<file path="src/rtl/vga_pkg.sv">
// Shared 640x480@60 Hz VGA timing constants and the raster position type.
package vga_pkg;

  localparam int unsigned POS_W = 10;

  localparam int unsigned DEF_CLK_DIV   = 2;
  localparam int unsigned DEF_H_VISIBLE = 640;
  localparam int unsigned DEF_H_FRONT   = 16;
  localparam int unsigned DEF_H_SYNC    = 96;
  localparam int unsigned DEF_H_BACK    = 48;
  localparam int unsigned DEF_V_VISIBLE = 480;
  localparam int unsigned DEF_V_FRONT   = 10;
  localparam int unsigned DEF_V_SYNC    = 2;
  localparam int unsigned DEF_V_BACK    = 33;

  localparam int unsigned DEF_H_TOTAL = DEF_H_VISIBLE + DEF_H_FRONT + DEF_H_SYNC + DEF_H_BACK;
  localparam int unsigned DEF_V_TOTAL = DEF_V_VISIBLE + DEF_V_FRONT + DEF_V_SYNC + DEF_V_BACK;

  localparam int unsigned DEF_H_SYNC_START = DEF_H_VISIBLE + DEF_H_FRONT;
  localparam int unsigned DEF_H_SYNC_END   = DEF_H_SYNC_START + DEF_H_SYNC;
  localparam int unsigned DEF_V_SYNC_START = DEF_V_VISIBLE + DEF_V_FRONT;
  localparam int unsigned DEF_V_SYNC_END   = DEF_V_SYNC_START + DEF_V_SYNC;

  // Raster position as consumed by paint_VGA.
  typedef struct packed {
    logic [POS_W-1:0] x;
    logic [POS_W-1:0] y;
  } vga_pos_t;

  // Half-open window test lo <= v < hi.
  function automatic logic in_window(input logic [POS_W-1:0] v,
                                     input logic [POS_W-1:0] lo,
                                     input logic [POS_W-1:0] hi);
    return (v >= lo) && (v < hi);
  endfunction

endpackage

</file>
<file path="src/rtl/vga_if.sv">
// Video output bundle: raster position for paint_VGA plus the DAC sync/blank/clock pins.
interface vga_if;
  import vga_pkg::*;

  logic [POS_W-1:0] X;
  logic [POS_W-1:0] Y;
  logic             hsync;
  logic             vsync;
  logic             blank_n;
  logic             sync_n;
  logic             vga_clk;
  logic             line_start;
  logic             frame_start;

  modport master (
    output X, Y, hsync, vsync, blank_n, sync_n, vga_clk, line_start, frame_start
  );

  modport slave (
    input X, Y, hsync, vsync, blank_n, sync_n, vga_clk, line_start, frame_start
  );

endinterface

</file>
<file path="src/rtl/vga_pixel_tick.sv">
// Pixel-rate divider: pix_tick flags the last clk of each pixel, vga_clk is high
// for the second half of the pixel so the DAC samples mid-pixel.
module vga_pixel_tick #(
  parameter int unsigned CLK_DIV = 2
) (
  input  logic clk,
  input  logic rst,
  input  logic en_i,
  output logic pix_tick_o,
  output logic vga_clk_o
);

  localparam int unsigned DIV_W = (CLK_DIV > 2) ? $clog2(CLK_DIV) : 1;
  localparam logic [DIV_W-1:0] DIV_LAST = DIV_W'(CLK_DIV - 1);
  localparam logic [DIV_W-1:0] DIV_HALF = DIV_W'(CLK_DIV / 2);

  if (CLK_DIV < 2) begin : g_bad_div
    $error("vga_pixel_tick: CLK_DIV must be at least 2");
  end

  logic [DIV_W-1:0] div_q, div_d;
  logic             pix_tick_q;
  logic             vga_clk_q;

  // Divider parks at 0 while disabled so the first pixel gets a full period.
  always_comb begin
    div_d = '0;
    if (en_i && (div_q != DIV_LAST)) begin
      div_d = div_q + DIV_W'(1);
    end
  end

  always_ff @(posedge clk) begin
    if (rst) begin
      div_q      <= '0;
      pix_tick_q <= 1'b0;
      vga_clk_q  <= 1'b0;
    end else begin
      div_q      <= div_d;
      pix_tick_q <= (div_d == DIV_LAST);
      vga_clk_q  <= (div_d >= DIV_HALF);
    end
  end

  assign pix_tick_o = pix_tick_q;
  assign vga_clk_o  = vga_clk_q;

endmodule

</file>
<file path="src/rtl/vga_controller.sv">
// VGA raster generator: X/Y counters with registered sync, blank and line/frame
// markers, all decoded from the next state so they switch on the same edge as X/Y.
module vga_controller
  import vga_pkg::*;
#(
  parameter int unsigned CLK_DIV   = DEF_CLK_DIV,
  parameter int unsigned H_VISIBLE = DEF_H_VISIBLE,
  parameter int unsigned H_FRONT   = DEF_H_FRONT,
  parameter int unsigned H_SYNC    = DEF_H_SYNC,
  parameter int unsigned H_BACK    = DEF_H_BACK,
  parameter int unsigned V_VISIBLE = DEF_V_VISIBLE,
  parameter int unsigned V_FRONT   = DEF_V_FRONT,
  parameter int unsigned V_SYNC    = DEF_V_SYNC,
  parameter int unsigned V_BACK    = DEF_V_BACK
) (
  input  logic  clk,
  input  logic  rst,
  vga_if.master vga_o
);

  localparam int unsigned H_TOTAL = H_VISIBLE + H_FRONT + H_SYNC + H_BACK;
  localparam int unsigned V_TOTAL = V_VISIBLE + V_FRONT + V_SYNC + V_BACK;

  localparam logic [POS_W-1:0] X_LAST   = POS_W'(H_TOTAL - 1);
  localparam logic [POS_W-1:0] Y_LAST   = POS_W'(V_TOTAL - 1);
  localparam logic [POS_W-1:0] X_VIS    = POS_W'(H_VISIBLE);
  localparam logic [POS_W-1:0] Y_VIS    = POS_W'(V_VISIBLE);
  localparam logic [POS_W-1:0] HS_START = POS_W'(H_VISIBLE + H_FRONT);
  localparam logic [POS_W-1:0] HS_END   = POS_W'(H_VISIBLE + H_FRONT + H_SYNC);
  localparam logic [POS_W-1:0] VS_START = POS_W'(V_VISIBLE + V_FRONT);
  localparam logic [POS_W-1:0] VS_END   = POS_W'(V_VISIBLE + V_FRONT + V_SYNC);

  if ((H_TOTAL > (1 << POS_W)) || (V_TOTAL > (1 << POS_W))) begin : g_bad_geom
    $error("vga_controller: raster does not fit the position counters");
  end

  logic     run_q;
  logic     pix_tick;
  logic     vga_clk;
  vga_pos_t pos_q, pos_d;
  logic     hsync_q, hsync_d;
  logic     vsync_q, vsync_d;
  logic     blank_n_q, blank_n_d;
  logic     line_start_q, line_start_d;
  logic     frame_start_q, frame_start_d;

  vga_pixel_tick #(
    .CLK_DIV (CLK_DIV)
  ) u_pixel_tick (
    .clk        (clk),
    .rst        (rst),
    .en_i       (run_q),
    .pix_tick_o (pix_tick),
    .vga_clk_o  (vga_clk)
  );

  // The first edge out of reset loads pixel (0,0) with its decode live.
  always_comb begin
    pos_d = pos_q;
    if (!run_q) begin
      pos_d = '0;
    end else if (pix_tick) begin
      if (pos_q.x == X_LAST) begin
        pos_d.x = '0;
        pos_d.y = (pos_q.y == Y_LAST) ? '0 : pos_q.y + POS_W'(1);
      end else begin
        pos_d.x = pos_q.x + POS_W'(1);
      end
    end

    hsync_d       = !in_window(pos_d.x, HS_START, HS_END);
    vsync_d       = !in_window(pos_d.y, VS_START, VS_END);
    blank_n_d     = (pos_d.x < X_VIS) && (pos_d.y < Y_VIS);
    line_start_d  = (pos_d.x == '0);
    frame_start_d = (pos_d.x == '0) && (pos_d.y == '0);
  end

  always_ff @(posedge clk) begin
    if (rst) begin
      run_q         <= 1'b0;
      pos_q         <= '0;
      hsync_q       <= 1'b1;
      vsync_q       <= 1'b1;
      blank_n_q     <= 1'b0;
      line_start_q  <= 1'b0;
      frame_start_q <= 1'b0;
    end else begin
      run_q         <= 1'b1;
      pos_q         <= pos_d;
      hsync_q       <= hsync_d;
      vsync_q       <= vsync_d;
      blank_n_q     <= blank_n_d;
      line_start_q  <= line_start_d;
      frame_start_q <= frame_start_d;
    end
  end

  assign vga_o.X           = pos_q.x;
  assign vga_o.Y           = pos_q.y;
  assign vga_o.hsync       = hsync_q;
  assign vga_o.vsync       = vsync_q;
  assign vga_o.blank_n     = blank_n_q;
  assign vga_o.sync_n      = 1'b0;
  assign vga_o.vga_clk     = vga_clk;
  assign vga_o.line_start  = line_start_q;
  assign vga_o.frame_start = frame_start_q;

endmodule
</file>
<file path="src/flat_wrapper.sv">
// flat-port wrapper written by rule: the top's interface ports become plain ports
module vga_controller_flat import vga_pkg::*;
#(
  parameter int unsigned CLK_DIV   = DEF_CLK_DIV,
  parameter int unsigned H_VISIBLE = DEF_H_VISIBLE,
  parameter int unsigned H_FRONT   = DEF_H_FRONT,
  parameter int unsigned H_SYNC    = DEF_H_SYNC,
  parameter int unsigned H_BACK    = DEF_H_BACK,
  parameter int unsigned V_VISIBLE = DEF_V_VISIBLE,
  parameter int unsigned V_FRONT   = DEF_V_FRONT,
  parameter int unsigned V_SYNC    = DEF_V_SYNC,
  parameter int unsigned V_BACK    = DEF_V_BACK
)
  (clk, rst, vga_o_X, vga_o_Y, vga_o_hsync, vga_o_vsync, vga_o_blank_n, vga_o_sync_n, vga_o_vga_clk, vga_o_line_start, vga_o_frame_start);
  vga_if vga_o_i ();
  input  logic clk;
  input  logic rst;
  output wire logic [$bits(vga_o_i.X)-1:0] vga_o_X;
  output wire logic [$bits(vga_o_i.Y)-1:0] vga_o_Y;
  output wire logic [$bits(vga_o_i.hsync)-1:0] vga_o_hsync;
  output wire logic [$bits(vga_o_i.vsync)-1:0] vga_o_vsync;
  output wire logic [$bits(vga_o_i.blank_n)-1:0] vga_o_blank_n;
  output wire logic [$bits(vga_o_i.sync_n)-1:0] vga_o_sync_n;
  output wire logic [$bits(vga_o_i.vga_clk)-1:0] vga_o_vga_clk;
  output wire logic [$bits(vga_o_i.line_start)-1:0] vga_o_line_start;
  output wire logic [$bits(vga_o_i.frame_start)-1:0] vga_o_frame_start;
  assign vga_o_X = vga_o_i.X;
  assign vga_o_Y = vga_o_i.Y;
  assign vga_o_hsync = vga_o_i.hsync;
  assign vga_o_vsync = vga_o_i.vsync;
  assign vga_o_blank_n = vga_o_i.blank_n;
  assign vga_o_sync_n = vga_o_i.sync_n;
  assign vga_o_vga_clk = vga_o_i.vga_clk;
  assign vga_o_line_start = vga_o_i.line_start;
  assign vga_o_frame_start = vga_o_i.frame_start;
  vga_controller #(.CLK_DIV(CLK_DIV), .H_VISIBLE(H_VISIBLE), .H_FRONT(H_FRONT), .H_SYNC(H_SYNC), .H_BACK(H_BACK), .V_VISIBLE(V_VISIBLE), .V_FRONT(V_FRONT), .V_SYNC(V_SYNC), .V_BACK(V_BACK)) u_core (.clk(clk), .rst(rst), .vga_o(vga_o_i));
endmodule
</file>
<file path="config.mk">
export PLATFORM = sky130hd
export DESIGN_NAME = vga_controller_flat
export DESIGN_NICKNAME = d
export VERILOG_FILES = /design/src/rtl/vga_pkg.sv /design/src/rtl/vga_if.sv /design/src/rtl/vga_pixel_tick.sv /design/src/rtl/vga_controller.sv /design/src/flat_wrapper.sv
export SDC_FILE = /design/constraint.sdc
export NUM_CORES = 1
export LEC_CHECK = 0
export CORE_ASPECT_RATIO = 0.6
export CORE_MARGIN = 5
export CORE_UTILIZATION = 46
export DETAILED_ROUTE_END_ITERATION = 8
export HOLD_SLACK_MARGIN = 0.02
export PLACE_DENSITY = 0.86
export SLEW_MARGIN = 40
export SYNTH_ARGS = -nofsm -noshare
export SYNTH_HDL_FRONTEND = slang
export SYNTH_SLANG_ARGS = --single-unit
</file>
<file path="constraint.sdc">
create_clock -name clk -period 2.5 [get_ports clk]
set_clock_uncertainty 0.1 [all_clocks]
set_input_delay 0.75 -clock clk [delete_from_list [all_inputs] [get_ports clk]]
set_output_delay 0.75 -clock clk [all_outputs]
set_load 0.01 [all_outputs]
</file>
==> impl_metrics.tcl <==
set metrics [dict create \
    path_clk_slew_ns 0.10 \
    grt_pass1_wl_microns 6230 \
    start_util_pct 46.7 \
    cts_sinks 27 \
    globalRouteOverflowTotal 0 \
    synth_xor_area_share_pct 4.71 \
    r2r-end "u_core.vga_o.frame_start$_SDFF_PP0_" \
    syn_inst 175 \
    crit_end "u_core.vga_o.frame_start$_SDFF_PP0_" \
    routedWlPerCell_microns 15.4 \
    fp.dieArea_sq_um 4510 \
    most-common-layout-cells "27 x clkdlybuf4s50_1, 26 x dfxtp_1, 25 x nor2_1, 11 x nor3_1, 11 x buf_4" \
    max_cap_violations 0 \
    grt_max_degree 23 \
    die_w_microns 83.4 \
    fin_ws_ns 0.0873 \
    clkPwrFrac_pct 34.3 \
    grt_pass1_vias 1305 \
    netSwitchingPower_uw 166 \
    via_count 1508 \
    multi_input_area_sq_um 890 \
    clock.fmax_mhz 414 \
    start_kind "register" \
    initialDrtViolationCount 195 \
    ff2ff_path_depth 7 \
    synth_compound_gate_area_share_pct 13.6 \
    clk_path_buf_depth 2 \
    dp_slack_ns 0.0147 \
    period_share_pct 96.5 \
    layout_commonest_cell "clkdlybuf4s50_1" \
    finalHoldViolCount 0 \
    synth_edf_count 0 \
    status "complete, no violations" \
    antenna_found_initial 0 \
    startpoint "u_core.vga_o.X[1]$_SDFF_PP0_" \
    cts_buffers 3 \
    crit_required_ns 2.63 \
    maxSlewViolCount 0 \
    clkLatencyLatePin_ns 0.28 \
    synth_fa_ha_area_share_pct 2.53 \
    share_comb_of_total_power_pct 5.7 \
    total_power_uw 735 \
    syn_avg_cell_area_sq_um 8.49 \
    path_max_fanout 11 \
    vias_per_cell 5.94 \
    nets 215 \
    layout-drive-gt1-share_pct 14.8 \
    muxShareOfSynthArea_pct 1.35 \
    min_path_type "register to register" \
    nFillCells 256 \
    antenna_cells 0 \
    drt-total-wl_microns 3920 \
    antenna_left 0 \
    internal_power_uw 569 \
    numPortBuffers 27 \
    post-dp-hpwl_microns 2810 \
    syn_nets 180 \
    p_leak_nw 0.642 \
    worstPathArrival_ns 2.54 \
    yosys_register_bits 27 \
    fp.dieH_microns 54.0 \
    rows 16 \
    first_pass_iters 5 \
    yosysSeqAreaShare_pct 36.4 \
    fp.coreArea_sq_um 3180 \
    postCtsHoldBufs 0 \
    grtUsageTotal_pct 17.4 \
    syn2layout_area_growth_pct 29.1 \
    crit_path_end_kind "register" \
    synth_ff_type "dfxtp_1" \
    p_seq_share_pct 60.0 \
    pin_count 29 \
    yosysUniqueCellTypes 48 \
    drc 0 \
    synth-simple-area-share_pct 35.2 \
    register_area_sq_um 542 \
    yosysWarnings 0 \
    synth_top_family_by_area "simple AND/OR/NAND/NOR gates" \
    crit_type "register to register" \
    fin_crit_ns 2.41 \
    htreeDepth 1 \
    synth_area_sq_um 1490 \
    r2r-start "u_core.vga_o.X[1]$_SDFF_PP0_" \
    root_buffer "clkbuf_8" \
    r2r_slack_ns 0.09 \
    post_cts_buffers 0 \
    sw_frac_of_total_pct 22.6 \
    setup-violations-final 0 \
    power_density_nw_per_um2 383 \
    cts_tree "done" \
    async_flop_share_pct 0 \
    gp_congestion 0.962 \
    ir_drop_mv 0.354 \
]
[cell families after synthesis]
| family | count (synthesis) |
|---|---|
| AND/OR/NAND/NOR | 90 |
| flip-flops | 27 |
| AO/OA/AOI/OAI | 27 |
| multiplexers | 2 |
| buffers and inverters | 17 |
| other | 1 |
| XOR/XNOR | 8 |
| adder cells (fa/ha/maj) | 3 |
[cell usage after synthesis, types with 2 or more instances]
| library cell | instances | area share [%] |
|---|---|---|
| nor4_1 | 10 | 4.2 |
| xnor2_1 | 5 | 2.9 |
| nand3_1 | 8 | 2.7 |
| buf_2 | 3 | 1.0 |
| o21a_1 | 2 | 1.0 |
| o2bb2ai_1 | 2 | 1.2 |
| a31oi_1 | 2 | 0.84 |
| a21oi_1 | 2 | 0.67 |
| o21ai_0 | 5 | 1.7 |
| clkbuf_1 | 3 | 0.76 |
| mux2i_1 | 2 | 1.3 |
| nor4b_1 | 2 | 1.2 |
| nor3_1 | 11 | 3.7 |
| a32oi_1 | 2 | 1.2 |
| dfxtp_1 | 27 | 36 |
| o31a_2 | 3 | 2.0 |
| nor2_1 | 25 | 6.3 |
| ha_1 | 3 | 2.5 |
| xor2_1 | 3 | 1.8 |
| nand2b_1 | 3 | 1.3 |
| and3_1 | 2 | 0.84 |
| inv_1 | 8 | 2.0 |
| nand4_1 | 8 | 3.4 |
| nand2_1 | 10 | 2.5 |
[per-layer routing]
layer | share of wire (%) | up-vias | track usage (%) | wire [microns]
met5 | 0 | - | 0 | 0
met4 | 1.6 | 0 | 3.80 | 64
met3 | 11 | 10 | 6.88 | 418
met2 | 39 | 89 | 25.5 | 1520
met1 | 49 | 692 | 23.9 | 1920
li1 | - | 717 | - | -
[power groups by stage]
| stage | logic, mW | clock network, mW | registers (mW) |
|---|---|---|---|
| 2_1_floorplan | 0.0212 | 0 | 0.451 |
| 3_3_place_gp | 0.0404 | 0 | 0.451 |
| 3_5_place_dp | 0.0410 | 0 | 0.451 |
| 4_1_cts | 0.0413 | 0.259 | 0.441 |
| 5_1_grt | 0.0456 | 0.273 | 0.442 |
| 6_report | 0.0417 | 0.252 | 0.441 |
[final cells by class]
cell class	instances	area share, %
multi-input combinational	132	46.3
inverter	8	1.56
tap	45	2.93
clock inverter	1	0.391
timing repair buffer	38	18.4
sequential	27	28.2
clock buffer	3	2.15
[through the flow]
step	TNS, ns	cell area [sq um]	utilization, %	cells	hold WS, ns
6_report	0	1920	60.3	254	0.418
5_1_grt	-0.186	1920	60.3	254	0.454
4_1_cts	0	1880	59.2	253	0.456
3_5_place_dp	0	1840	57.7	249	0.439
3_3_place_gp	0	1840	57.7	249	0.419
2_1_floorplan	0	1490	-	175	0.399
[worst min path at each step]
| stage | startpoint | to | slack, ns | cells after the start |
|---|---|---|---|---|
| 3_3_place_gp | u_core.vga_o.X[1]$_SDFF_PP0_ | u_core.vga_o.X[1]$_SDFF_PP0_ | 0.42 | 2 |
| 6_report | u_core.vga_o.X[1]$_SDFF_PP0_ | u_core.vga_o.X[1]$_SDFF_PP0_ | 0.42 | 2 |
| 3_5_place_dp | u_core.vga_o.X[1]$_SDFF_PP0_ | u_core.vga_o.X[1]$_SDFF_PP0_ | 0.44 | 2 |
| 5_1_grt | u_core.vga_o.X[1]$_SDFF_PP0_ | u_core.vga_o.X[1]$_SDFF_PP0_ | 0.45 | 2 |
| 2_1_floorplan | u_core.run_q$_DFF_P_ | u_core.vga_o.Y[6]$_SDFF_PP0_ | 0.40 | 2 |
| 4_1_cts | u_core.vga_o.X[1]$_SDFF_PP0_ | u_core.vga_o.X[1]$_SDFF_PP0_ | 0.46 | 2 |
[state kept, by name, summed over array words and instances (netlist names)]
register and flops:
u_core.vga_o.blank_n 1, u_core.vga_o.frame_start 1, u_core.vga_o.Y 10, u_core.vga_o.vsync 1
u_core.u_pixel_tick.pix_tick_o 1, u_core.run_q 1, u_core.vga_o.line_start 1, u_core.vga_o.X 10
u_core.vga_o.hsync 1
[what timing repair did]
item / CTS / global route
setup endpoints to repair: 1 / 3
pin swaps: 0 / 2
resized for setup: 1 / 7
cloned: 0 / 1
[critical path, stage by stage (launching register included)]
cell,delay (ns)
dfxtp_2,0.38
ha_1,0.22
nand2b_1,0.16
or3_4,0.48
o31a_2,0.36
o21ai_1,0.26
and4_1,0.23
and3_1,0.16
(Power assumes the default switching activity.)
